[src/rtl/viterbi_pkg.sv]
// viterbi_pkg: code parameters and encoder FSM state shared by the encoder and Viterbi decoder
package viterbi_pkg;
    localparam int K = 3;
    localparam logic [K-1:0] G0 = 3'b111;
    localparam logic [K-1:0] G1 = 3'b101;
    localparam int TAIL_LEN = K - 1;
    typedef enum logic {RUN, FLUSH} enc_state_t;
endpackage

[src/rtl/conv_sym_gen.sv]
// conv_sym_gen: combinational generator parity for one input bit against the shift register
module conv_sym_gen #(
    parameter int K = viterbi_pkg::K,
    parameter logic [K-1:0] G0 = viterbi_pkg::G0,
    parameter logic [K-1:0] G1 = viterbi_pkg::G1
) (
    input  logic         b,
    input  logic [K-2:0] sr,
    output logic [1:0]   sym
);
    logic [K-1:0] v;
    always_comb begin
        v = {b, sr};
        sym = {^(v & G0), ^(v & G1)};
    end
endmodule

[src/rtl/conv_encoder.sv]
// conv_encoder: rate-1/2 streaming convolutional encoder with automatic zero-tail termination
module conv_encoder
    import viterbi_pkg::*;
#(
    parameter int K = viterbi_pkg::K,
    parameter logic [K-1:0] G0 = viterbi_pkg::G0,
    parameter logic [K-1:0] G1 = viterbi_pkg::G1,
    parameter int CNT_W = 16
) (
    input  logic             clk,
    input  logic             rst,
    input  logic             in_valid,
    input  logic             in_bit,
    input  logic             in_last,
    output logic             in_ready,
    output logic             out_valid,
    output logic [1:0]       out_sym,
    output logic             out_last,
    input  logic             out_ready,
    output logic [CNT_W-1:0] sym_count,
    output logic             frame_done
);
    localparam int TW = $clog2(K);
    enc_state_t state, state_nx;
    logic [K-2:0] sr;
    logic [TW-1:0] tail_cnt;
    logic slot_free, load, b, tail_end;
    logic [1:0] sym;
    logic [CNT_W-1:0] cnt_base;

    conv_sym_gen #(.K(K), .G0(G0), .G1(G1)) u_sym_gen (
        .b(b),
        .sr(sr),
        .sym(sym)
    );

    always_comb begin
        slot_free = !out_valid || out_ready;
        in_ready = !rst && state == RUN && slot_free;
        load = state == RUN ? in_valid && in_ready : slot_free;
        b = state == RUN ? in_bit : 1'b0;
        tail_end = state == FLUSH && tail_cnt == TW'(K - 2);
        frame_done = out_valid && out_ready && out_last;
        cnt_base = frame_done ? '0 : sym_count;
        state_nx = state;
        if (load && state == RUN && in_last)
            state_nx = FLUSH;
        if (load && tail_end)
            state_nx = RUN;
    end

    // The single output slot refills in the same cycle it drains, giving full throughput
    always_ff @(posedge clk or posedge rst) begin
        if (rst) begin
            state <= RUN;
            sr <= '0;
            tail_cnt <= '0;
            sym_count <= '0;
            out_valid <= 1'b0;
            out_sym <= 2'b00;
            out_last <= 1'b0;
        end else begin
            state <= state_nx;
            sym_count <= load && cnt_base != '1 ? cnt_base + 1'b1 : cnt_base;
            if (load) begin
                sr <= {b, sr[K-2:1]};
                out_valid <= 1'b1;
                out_sym <= sym;
                out_last <= tail_end;
                tail_cnt <= state == RUN ? '0 : tail_cnt + 1'b1;
            end else if (out_ready) begin
                out_valid <= 1'b0;
                out_last <= 1'b0;
            end
        end
    end
endmodule

[config.mk]
export PLATFORM = sky130hd
export DESIGN_NAME = conv_encoder
export DESIGN_NICKNAME = d
export VERILOG_FILES = /design/src/rtl/viterbi_pkg.sv /design/src/rtl/conv_sym_gen.sv /design/src/rtl/conv_encoder.sv
export SDC_FILE = /design/constraint.sdc
export NUM_CORES = 1
export LEC_CHECK = 0
export CAP_MARGIN = 20
export CELL_PAD_IN_SITES_DETAIL_PLACEMENT = 0
export CELL_PAD_IN_SITES_GLOBAL_PLACEMENT = 2
export CORE_AREA = 8 8 73 75
export DETAILED_ROUTE_END_ITERATION = 16
export DIE_AREA = 0 0 81 83
export MAX_ROUTING_LAYER = met4
export PLACE_DENSITY_LB_ADDON = 0.1
export SLEW_MARGIN = 15
export SYNTH_ARGS = -nofsm -noshare
export SYNTH_HDL_FRONTEND = slang
export SYNTH_SLANG_ARGS = --single-unit
[constraint.sdc]
create_clock -name clk -period 4.9 [get_ports clk]
set_clock_uncertainty 0.1 [all_clocks]
set_input_delay 1.225 -clock clk [delete_from_list [all_inputs] [get_ports clk]]
set_output_delay 1.225 -clock clk [all_outputs]
set_load 0.02 [all_outputs]
==> reports/results.ini <==
[run_status]
outcome = completed

[synth]
ys_seq_elements = 25
syn_inst = 135
synthFlopType = dfrtp_1
synth_area_leaders = dfrtp_1 48%, nand2_1 6.9%, xnor2_1 4.7%, xor2_1 3.3%, nor4_4 3.2%
yosysTopAreaCell = dfrtp_1
ys_seq_area_share_pct = 47.62
yosysWarnings = 0
ys_types = 36
avgSynthCellArea_sq_um = 9.732
syn_nets = 143
synthesis.area_sq_um = 1314
synth_edf_count = 0
synth_top_area_share_pct = 47.62
async_flop_share_pct = 100.0

[clock_tree]
cts_buffer_depth = 2
cts_tree = done
cts.sink_count = 25
clk_pin_slew_ns = 0.08
h-tree-depth = 1
clock_latency_ns = 0.27
numCtsBuffers = 3
cts_root_buffer = clkbuf_8
cts_hold_buf = 0
ctsResizeCount = 0
cts_setup_buffers = 0

[sta]
setup_ws_ns = 0.6609
finalSetupTns_ns = 0
grt_setup_unrepaired = false
layout_min_cycle_time_ns = 4.239
setup_viol_count_final = 0
hold_viol_final = 0
fin_crit_sh_pct = 86.51
max_slew_margin_pct = 37.75
max_freq_mhz = 235.9
final-max-slew-violation-count = 0
tightestPinTransition_ns = 0.9276

[detailed_routing]
drc = 0
wl_per_cell_microns = 14.69
drt-initial-drc-count = 41
vias = 1047
first_pass_iters = 4
viasPerCell = 4.847
wl_microns = 3173
antenna_left = 0

[floorplanning]
num_rows = 24
core_area_sq_um = 4204
start_util_pct = 31.25
die_w_microns = 81
ios = 28
die_area_sq_um = 6723
die-height_microns = 83

[cells_and_area]
nets = 173
stdcell_count = 216
n_fill_cell = 433
n_antenna_cell = 0
drive_gt1_share_pct = 6.707
synthToLayoutAreaGrowth_pct = 29.52

[global_route]
antenna_found_initial = 0
grt_overflow_total = 0
grt_util_all_layers_pct = 10.30
grt_pass1_vias = 1126
grt_pass1_wl_microns = 5471
grt_max_degree = 26

[setup_path]
crit_type = input pin to primary output
ff2ff_path_depth = 8
worstPathMaxFanout = 8
worstPathRequired_ns = 3.58
critPathArrivalTime_ns = 2.91
cp-end-kind = primary output
startpoint_type = input pin

[place]
place_ws_ns = 0.6726
dp_hpwl_microns = 2264
portBuffers = 27
gp_congestion = 0.7155
dp.cells = 211

[pwr]
ir_drop_mv = 0.2434
powerDensity_nw_per_um2 = 451.7
leakagePower_nw = 0.6778

[hold_path]
hold_depth = 2
min_path_type = flop to flop

[flow_run]
max_cap_violations = 0

state kept, by name, summed over array words and instances (netlist names):
signal and count:
out_valid 1, tail_cnt 2, state 1, sr 2, out_last 1, out_sym 2, sym_count 16
worst max-delay path, stage by stage:
cell             delay (ns)
clkdlybuf4s50_1        0.52
nand2b_1               0.31
nor3b_1                0.22
clkdlybuf4s50_1        0.63
synth_stat cells, types with 3 or more instances:
| cell | instances |
|---|---|
| nand2_1 | 24 |
| mux2i_1 | 3 |
| a31oi_1 | 3 |
| xnor2_1 | 7 |
| inv_1 | 4 |
| a211oi_1 | 4 |
| xor2_1 | 5 |
| dfrtp_1 | 25 |
| nor2_1 | 8 |
| nand3_1 | 8 |
| clkbuf_1 | 4 |
| o21ai_0 | 5 |
| nor2b_1 | 4 |
through the flow:
stage / hold slack, ns / power (mW) / area [sq um] / utilization [%]
2_1_floorplan: 0.3498 / 0.5175 / 1314 / -
3_3_place_gp: 0.3617 / 0.6438 / 1642 / 39.05
3_5_place_dp: 0.3752 / 0.6492 / 1642 / 39.05
4_1_cts: 0.3976 / 0.7806 / 1687 / 40.12
5_1_grt: 0.4151 / 0.8338 / 1702 / 40.48
6_report: 0.3848 / 0.7687 / 1702 / 40.48
layer usage:
metal | routed length [microns] | vias to the layer above | global-route usage [%]
met2 | 1370 | 18 | 14.09
met3 | 123 | 2 | 2.047
met1 | 1655 | 496 | 14.82
li1 | - | 531 | -
met5 | 0 | - | -
met4 | 23 | 0 | 2.927
worst paths after layout:
check | start | to | slack, ns
max | out_ready | in_ready | 0.66
min | out_sym[0]$_DFFE_PP0P_ | out_sym[0]$_DFFE_PP0P_ | 0.38
max reg2reg | out_valid$_DFFE_PP0P_ | sym_count[1]$_DFF_PP0_ | 2.16
min reg2reg | out_sym[0]$_DFFE_PP0P_ | out_sym[0]$_DFFE_PP0P_ | 0.38
max in group asynchronous | rst | sym_count[2]$_DFF_PP0_ | 2.92
min in group asynchronous | rst | sym_count[12]$_DFF_PP0_ | 1.28
logic make-up after synthesis:
| logic type | Yosys count | synth area share (%) |
|---|---|---|
| simple gates | 64 | 27.52 |
| flops | 25 | 47.62 |
| compound gates | 19 | 9.047 |
| xor+xnor | 12 | 8.000 |
| buf+inv | 9 | 2.762 |
| mux | 4 | 3.143 |
| fa+ha+maj | 2 | 1.904 |
final cells by class:
| type | count | area (sq um) | share of cell area (%) |
|---|---|---|---|
| clock buffer | 4 | 45.04 | 2.647 |
| inverter | 5 | 21.27 | 1.250 |
| multi-input combinational | 101 | 651.9 | 38.31 |
| sequential | 25 | 625.6 | 36.76 |
| tap | 52 | 65.06 | 3.824 |
| timing repair buffer | 29 | 292.8 | 17.21 |
cell usage in the layout (no fill, tap or decap), types with 2 or more instances in the layout:
master	instances
a211oi_1	4
a21oi_1	2
a31oi_1	3
and2_1	2
and3_1	2
clkbuf_8	3
clkdlybuf4s50_1	27
dfrtp_1	25
ha_1	2
inv_1	4
mux2i_1	3
nand2_1	24
nand3_1	8
nand4_1	2
nor2_1	8
nor2b_1	4
nor3_1	2
nor4_4	2
o21ai_0	5
o22ai_1	2
xnor2_1	7
xor2_1	5
power breakdown:
group / internal, mW / switching (mW) / leakage, nW
clock: 0.0581 / 0.0650 / 0.0228
combinational: 0.144 / 0.179 / 0.326
sequential: 0.264 / 0.0581 / 0.329
(Power assumes the default switching activity.)
